### src/rtl/switch_led_io_pkg.sv
// Shared definitions for the front-panel switch/LED block.
//   led_mode_e : LED display mode encodings driven on the mode input
//   clog2      : ceiling log2, used to size counters from parameters
package switch_led_io_pkg;

    typedef enum logic [1:0] {
        MODE_DIRECT = 2'd0,
        MODE_INVERT = 2'd1,
        MODE_TOGGLE = 2'd2,
        MODE_BLINK  = 2'd3
    } led_mode_e;

    // Returns 0 for values 0 and 1, so callers must clamp widths to >= 1.
    function automatic int unsigned clog2(input int unsigned value);
        int unsigned result;
        result = 0;
        while ((32'd1 << result) < value) begin
            result = result + 1;
        end
        return result;
    endfunction

endpackage

### src/rtl/switch_led_io_if.sv
// Front-panel bus between the board pins / core logic and switch_led_io.
//   switches     : raw asynchronous switch pins
//   mode         : LED display mode (see led_mode_e)
//   leds         : registered LED drive
//   switch_state : debounced switch level
//   rise / fall  : one-cycle debounced edge events
// master = board/core side, slave = switch_led_io.
interface switch_led_io_if #(
    parameter int unsigned CHANNELS = 4
);
    logic [CHANNELS-1:0] switches;
    logic [1:0]          mode;
    logic [CHANNELS-1:0] leds;
    logic [CHANNELS-1:0] switch_state;
    logic [CHANNELS-1:0] rise;
    logic [CHANNELS-1:0] fall;

    modport master (
        output switches, mode,
        input  leds, switch_state, rise, fall
    );

    modport slave (
        input  switches, mode,
        output leds, switch_state, rise, fall
    );
endinterface

### src/rtl/switch_led_io_debounce_channel.sv
// One switch channel: 2-flop synchroniser, debounce counter, stable level,
// rise/fall event pulses and a press-toggle bit.
//   clock, reset : system clock, async active-high reset
//   pin          : raw asynchronous switch pin
//   state        : debounced level
//   rise, fall   : one-cycle pulses on the edge that updates state
//   toggle       : flips on the edge after each rise pulse
module switch_led_io_debounce_channel
    import switch_led_io_pkg::*;
#(
    parameter int unsigned DEBOUNCE_CYCLES = 16
) (
    input  logic clock,
    input  logic reset,
    input  logic pin,
    output logic state,
    output logic rise,
    output logic fall,
    output logic toggle
);

    localparam int unsigned CntW = (clog2(DEBOUNCE_CYCLES + 1) > 0) ?
                                   clog2(DEBOUNCE_CYCLES + 1) : 1;
    localparam logic [CntW-1:0] CntLast = CntW'(DEBOUNCE_CYCLES - 1);

    logic            sync_meta;
    logic            sync;
    logic [CntW-1:0] count;

    always_ff @(posedge clock or posedge reset) begin
        if (reset) begin
            sync_meta <= 1'b0;
            sync      <= 1'b0;
        end else begin
            sync_meta <= pin;
            sync      <= sync_meta;
        end
    end

    // The counter only advances while the synchronised level disagrees with
    // the stable level; any agreeing sample restarts the qualification.
    always_ff @(posedge clock or posedge reset) begin
        if (reset) begin
            count <= '0;
            state <= 1'b0;
            rise  <= 1'b0;
            fall  <= 1'b0;
        end else begin
            rise <= 1'b0;
            fall <= 1'b0;
            if (sync != state) begin
                if (count == CntLast) begin
                    state <= sync;
                    count <= '0;
                    rise  <= sync;
                    fall  <= ~sync;
                end else begin
                    count <= count + 1'b1;
                end
            end else begin
                count <= '0;
            end
        end
    end

    always_ff @(posedge clock or posedge reset) begin
        if (reset) begin
            toggle <= 1'b0;
        end else if (rise) begin
            toggle <= ~toggle;
        end
    end

endmodule

### src/rtl/switch_led_io.sv
// Front-panel I/O: debounces CHANNELS switches, reports rise/fall events and
// drives CHANNELS LEDs in one of four run-time display modes.
//   clock, reset : system clock, async active-high reset
//   bus          : switch_led_io_if slave (switches, mode in; leds,
//                  switch_state, rise, fall out)
module switch_led_io
    import switch_led_io_pkg::*;
#(
    parameter int unsigned CHANNELS          = 4,
    parameter int unsigned DEBOUNCE_CYCLES   = 16,
    parameter int unsigned BLINK_HALF_PERIOD = 1000
) (
    input logic           clock,
    input logic           reset,
    switch_led_io_if.slave bus
);

    localparam int unsigned BlinkW = (clog2(BLINK_HALF_PERIOD) > 0) ?
                                     clog2(BLINK_HALF_PERIOD) : 1;
    localparam logic [BlinkW-1:0] BlinkLast = BlinkW'(BLINK_HALF_PERIOD - 1);

    logic [CHANNELS-1:0] state;
    logic [CHANNELS-1:0] rise;
    logic [CHANNELS-1:0] fall;
    logic [CHANNELS-1:0] toggle;
    logic [CHANNELS-1:0] leds;
    logic [BlinkW-1:0]   blink_count;
    logic                blink_phase;

    for (genvar i = 0; i < CHANNELS; i++) begin : g_channel
        switch_led_io_debounce_channel #(
            .DEBOUNCE_CYCLES(DEBOUNCE_CYCLES)
        ) u_debounce_channel (
            .clock (clock),
            .reset (reset),
            .pin   (bus.switches[i]),
            .state (state[i]),
            .rise  (rise[i]),
            .fall  (fall[i]),
            .toggle(toggle[i])
        );
    end

    // Shared free-running blink timebase; never gated by mode so the phase
    // stays coherent when switching in and out of blink mode.
    always_ff @(posedge clock or posedge reset) begin
        if (reset) begin
            blink_count <= '0;
            blink_phase <= 1'b0;
        end else if (blink_count == BlinkLast) begin
            blink_count <= '0;
            blink_phase <= ~blink_phase;
        end else begin
            blink_count <= blink_count + 1'b1;
        end
    end

    // mode is quasi-static and sampled directly.
    always_ff @(posedge clock or posedge reset) begin
        if (reset) begin
            leds <= '0;
        end else begin
            case (led_mode_e'(bus.mode))
                MODE_DIRECT: leds <= state;
                MODE_INVERT: leds <= ~state;
                MODE_TOGGLE: leds <= toggle;
                MODE_BLINK:  leds <= state & {CHANNELS{blink_phase}};
                default:     leds <= state;
            endcase
        end
    end

    assign bus.leds         = leds;
    assign bus.switch_state = state;
    assign bus.rise         = rise;
    assign bus.fall         = fall;

endmodule

### src/flat_wrapper.sv
// flat-port wrapper written by rule: the top's interface ports become plain ports
module switch_led_io_flat import switch_led_io_pkg::*;
#(
    parameter int unsigned CHANNELS          = 4,
    parameter int unsigned DEBOUNCE_CYCLES   = 16,
    parameter int unsigned BLINK_HALF_PERIOD = 1000
)
  (clock, reset, bus_switches, bus_mode, bus_leds, bus_switch_state, bus_rise, bus_fall);
  switch_led_io_if #(.CHANNELS(CHANNELS)) bus_i ();
  input logic clock;
  input logic reset;
  input wire logic [$bits(bus_i.switches)-1:0] bus_switches;
  input wire logic [$bits(bus_i.mode)-1:0] bus_mode;
  output wire logic [$bits(bus_i.leds)-1:0] bus_leds;
  output wire logic [$bits(bus_i.switch_state)-1:0] bus_switch_state;
  output wire logic [$bits(bus_i.rise)-1:0] bus_rise;
  output wire logic [$bits(bus_i.fall)-1:0] bus_fall;
  assign bus_i.switches = bus_switches;
  assign bus_i.mode = bus_mode;
  assign bus_leds = bus_i.leds;
  assign bus_switch_state = bus_i.switch_state;
  assign bus_rise = bus_i.rise;
  assign bus_fall = bus_i.fall;
  switch_led_io #(.CHANNELS(CHANNELS), .DEBOUNCE_CYCLES(DEBOUNCE_CYCLES), .BLINK_HALF_PERIOD(BLINK_HALF_PERIOD)) u_core (.clock(clock), .reset(reset), .bus(bus_i));
endmodule
### config.mk
export PLATFORM = sky130hd
export DESIGN_NAME = switch_led_io_flat
export DESIGN_NICKNAME = d
export VERILOG_FILES = /design/src/rtl/switch_led_io_pkg.sv /design/src/rtl/switch_led_io_if.sv /design/src/rtl/switch_led_io_debounce_channel.sv /design/src/rtl/switch_led_io.sv /design/src/flat_wrapper.sv
export SDC_FILE = /design/constraint.sdc
export NUM_CORES = 1
export LEC_CHECK = 0
export CAP_MARGIN = 20
export CORE_MARGIN = 2
export CORE_UTILIZATION = 45
export DETAILED_ROUTE_END_ITERATION = 8
export HOLD_SLACK_MARGIN = 0.06
export PLACE_DENSITY = 0.78
export SLEW_MARGIN = 15
export SYNTH_ARGS = -nofsm -noshare
export SYNTH_HDL_FRONTEND = slang
export SYNTH_SLANG_ARGS = --single-unit
### constraint.sdc
create_clock -name clock -period 1.81 [get_ports clock]
set_clock_uncertainty 0.1 [all_clocks]
set_input_delay 0.181 -clock clock [delete_from_list [all_inputs] [get_ports clock]]
set_output_delay 0.181 -clock clock [all_outputs]
set_load 0.05 [all_outputs]
* Yosys cells after proc, flatten, opt, wreduce, memory -nomap -nowiden
Cells that the tools add are included.
Storage, ports and cells: bits in registers 59, input bits 8, output and inout bits 16, logic and storage cells 90
Cells by class: $add $sub $neg 5, equal/unequal tests 12, muxes and demuxes 26, bitwise operators 11, reduce and logical (&&, ||, !) cells 5
Operators with widths (count):
- $mux 5 | 8
- $add 5x1->5 const B | 4
- $eq 5x4->1 const B | 4
- $mux 1 | 16
- $pmux 4 s4 | 1
- $add 10x1->10 const B | 1
- $eq 10x10->1 const B | 1
- $mux 10 | 1
- $not 1->1 | 9
- $reduce_and 2->1 | 4
- $and 4x4->4 | 1
- $eq 2x2->1 const B | 2
- $ne 1x1->1 | 4
- $not 4->4 | 1
- $eq 2x1->1 const B | 1
- $logic_not 2->1 | 1

* Depth between registers and ports, before layout
Gate-level depths: netlist (run 1).
depth after elaboration 3, depth in mapped cells 4, gate-level depth less buffers 4

* Cells and area by module
A second synthesis (run 1) with hierarchy kept.
Second synthesis, totals: cell total of the unflattened synthesis 197, area, all modules 2448.6 um^2
By module, submodules not included:
- switch_led_io_debounce_channel | instances 4, cells each 29, area an instance 420.4 um^2, seq. area each 275.3 um^2
- switch_led_io | instances 1, cells each 81, area an instance 767.0 um^2, seq. area each 375.4 um^2

* Worst setup path after synthesis (run 1)
Ideal clock, no wire load.
path kind register to register, from register u_core.blink_count[0], to register u_core.blink_phase, setup time 0.079 ns, data arrival time 1.204 ns, data required time 1.631 ns, slack 0.427 ns, cell stages (with the launch flop) 5, buffers on the path 0, clock period less this slack 1.383 ns, cell sequence dfrtp_1 -> ha_1 -> nand4bb_2 -> nor3_4 -> xor2_1
On the way: word-level cells in the longest chain between the ends 1
Ends and longest elaborated chain:
- start: declaration | line switch_led_io.sv:27 | logic [BlinkW-1:0] blink_count;
- start signal: assignment | line switch_led_io.sv:54 | blink_count <= blink_count + 1'b1;
- $eq 10x10->1 | line switch_led_io.sv:50 | end else if (blink_count == BlinkLast) begin
- end signal: assignment | line switch_led_io.sv:52 | blink_phase <= ~blink_phase;
- end: declaration | line switch_led_io.sv:28 | logic blink_phase;
No other way between the ends. A chain may end at the register's enable or synchronous reset.

* Worst setup path in the final report (run 1)
from register u_core.g_channel[0].u_debounce_channel.rise, to output bus_rise[0]
RTL lines:
- start: declaration | line switch_led_io_debounce_channel.sv:17 | output logic rise,
- start signal: assignment | line switch_led_io_debounce_channel.sv:55 | rise <= sync;
- end: declaration | line flat_wrapper.sv:16 | output wire logic [$bits(bus_i.rise)-1:0] bus_rise;
No word-level cell between the ends.

==> flow_summary.toml, run 1 <==
[die]
start_util = 0.4691
die_area_um2 = 5924
top_level_ports = 24
die_w_um = 76.97
floorplan.core_area_um2 = 5107
rows = 26
die_h_um = 76.97

[setup_path]
cp.required_ns = 1.53
critPathCaptureType = "output pin"
crit_start = "u_core.g_channel[0].u_debounce_channel.rise"
worstPathCellList = "clkdlybuf4s50_1"
path_max_fanout = 2
start_kind = "register"
r2r_slack_ns = 0.29
cp_num_buf_inv = 1
reg2reg_depth = 4
arrival_ns = 1.49
r2r_end = "u_core.blink_phase"
critical_path_class = "reg2out"
critPathMaxStageDelay_ns = 0.80
cp_top_family = "buffers and inverters"
cpMaxStageDelayCell = "clkdlybuf4s50_1"
worstReg2RegStart = "u_core.blink_count[0]"

[global_route]
busiest_layer = "met2"
first_global_vias = 1443
grt.total_usage = 0.1416
grt_first_pass_wirelength_um = 6403
grt_max_degree = 60
antenna_found_initial = 0
grt_overflow = 0
met3_usage = 0.05059
grtUsageMet1 = 0.1710
grt_use_met2 = 0.2149

[clocking]
cts_hold_buffers = 0
cts_tree = "yes"
path_clk_slew_ns = 0.06
root_buffer = "clkbuf_8"
worstSkewPairLatency_ns = 0.33
cts_sinks = 59
clk_path_buf_depth = 2
post-cts-setup-buffers = 0
cts_resized = 0
cts_max_level = 3
numCtsBuffers = 9

[logic_synthesis]
ys.warnings.count = 0
synth_cells = 194
ys_seq_elements = 59
synth-seq-area-share = 0.6162
synth-edff-count = 0
syn_nets = 207
syn_avg_cell_area_um2 = 12.35
synthDistinctLibCells = 28
netlist_area_um2 = 2396
async_reset_ff_frac = 1.000
synthFlopType = "dfrtp_1"

[drt]
routed_wirelength_um = 3593
vias = 1468
vias_per_cell = 5.027
antenna_left = 0
drt_iter0_drc = 78
drc = 0
drt-wirelength-per-cell_um = 12.30
drt_pass1_iterations = 4

[worst_hold_path]
hold_class = "in2async"

[finish]
antennaDiodeCount = 0
final_nets = 230
syn_to_final_growth_pct = 17.02
fin_cells = 292
final_layout_size_suffix_gt1_frac = 0.1261
final_common_cell = "dfrtp_1"
layout_common_cells = "59 x dfrtp_1, 19 x xor2_1, 16 x nor2_1, 16 x clkdlybuf4s50_1, 13 x nand2_1"

[timing]
maxSlewHeadroom = 0.6609
period_needed_ns = 1.770
hold_viol_final = 0
timing.hold.ws_ns = 0.1202
finalSetupViolCount = 0
max_freq_ghz = 0.5650
tightest_slew_ns = 0.5078
drv_slew = 0
finalSetupTns_ns = 0
min_period_over_period = 0.9778
rsz0062_at_grt = "false"

[power]
power_uw = 2542
cellPowerDensity_nw_per_um2 = 906.8
ir_worst_vdd_uv = 374.9
p_leak_uw = 0.001380

[placed_design]
gp_congestion = 0.6895
dpl.cell_count = 276
port_buffers = 23
hpwl_um = 2403

[run_status]
outcome = "completed"

[job]
maxCapViolCount = 0
==> registers in the layout, summed over array words and instances, names as in the netlist <==
name                                           flops
u_core.g_channel.u_debounce_channel.state          4
u_core.g_channel.u_debounce_channel.rise           4
u_core.blink_count                                10
u_core.g_channel.u_debounce_channel.fall           4
u_core.g_channel.u_debounce_channel.count         20
u_core.blink_phase                                 1
u_core.g_channel.u_debounce_channel.sync_meta      4
u_core.bus.leds                                    4
u_core.g_channel.u_debounce_channel.toggle         4
u_core.g_channel.u_debounce_channel.sync           4
==> metrics by stage <==
step | cell area, µm² | utilization | setup WS (ns)
after detailed placement | 2629 | 0.5147 | 0.2979
final | 2804 | 0.5490 | 0.04020
after global routing | 2804 | 0.5490 | 0.004812
after CTS | 2801 | 0.5485 | 0.008355
after global placement | 2629 | 0.5147 | 0.3464
after floorplan | 2396 | - | 0.07266
==> worst max-delay path by stage <==
stage / to / cells after the start
6_report: bus_rise[0] / 1
5_1_grt: bus_rise[0] / 1
4_1_cts: bus_rise[1] / 1
3_5_place_dp: u_core.blink_phase / 4
3_3_place_gp: u_core.blink_phase / 4
2_1_floorplan: u_core.blink_count[0] / 1
==> cells by family (layout without fill, tap and decap cells) <==
group                    Yosys count  count (layout)  share of synthesized area
adder cells (fa/ha/maj)            5               5                    0.02611
AO/OA/AOI/OAI                     18              18                    0.05169
buffers and inverters             15              43                    0.04230
XOR/XNOR                          20              20                    0.07311
flip-flops                        59              59                     0.6162
AND/OR/NAND/NOR                   73              73                     0.1718
multiplexers                       4               4                    0.01880
==> layout make-up <==
| cell class | count | area [µm²] |
|---|---|---|
| inverters | 3 | 11.26 |
| clock inverters | 2 | 10.01 |
| multi-input cells | 120 | 818.3 |
| flip-flops and latches | 59 | 1476 |
| well taps | 70 | 87.58 |
| fillers | 456 | 2303 |
| repair buffers | 24 | 237.7 |
| clock buffers | 14 | 162.7 |
==> where the power goes <==
part           leakage, µW  total [µW]  switching (µW)  internal (µW)
Clock            0.0000905        1040             469            568
Sequential        0.000777        1380            24.8           1350
Combinational     0.000513         126            72.9           53.3
Total              0.00138        2540             566           1980
==> per-layer routing <==
layer	routed length, µm	vias up	part of all wire
met5	0	-	0
met4	93	0	0.026
met3	165	10	0.046
met2	1677	28	0.47
met1	1656	720	0.46
li1	-	710	-
==> tightest hold or removal path, stage by stage <==
cell and delay [ns]:
clkdlybuf4s50_1 0.41, inv_2 0.07, buf_12 0.28
==> synthesized netlist by cell type, types with 5 or more instances <==
library cell,count,area [µm²]
nand2_1,13,48.80
and2_1,9,56.30
nor2_1,16,60.06
xor2_1,19,166.4
buf_4,12,90.09
nor3b_1,8,60.06
o21ai_0,5,25.02
nand3_1,11,55.05
ha_1,5,62.56
dfrtp_1,59,1476
Note: power is estimated with default switching activity, not from simulation.
==> inputs of run 2 (changes only) <==
--- a/config.mk
+++ b/config.mk
@@ -5,7 +5,6 @@
 export SDC_FILE = /design/constraint.sdc
 export NUM_CORES = 1
 export LEC_CHECK = 0
-export CAP_MARGIN = 20
 export CORE_MARGIN = 2
 export CORE_UTILIZATION = 45
 export DETAILED_ROUTE_END_ITERATION = 8
==> results of run 2 <==
No change in the layout: final DEF, timing and power equal those of run 1.
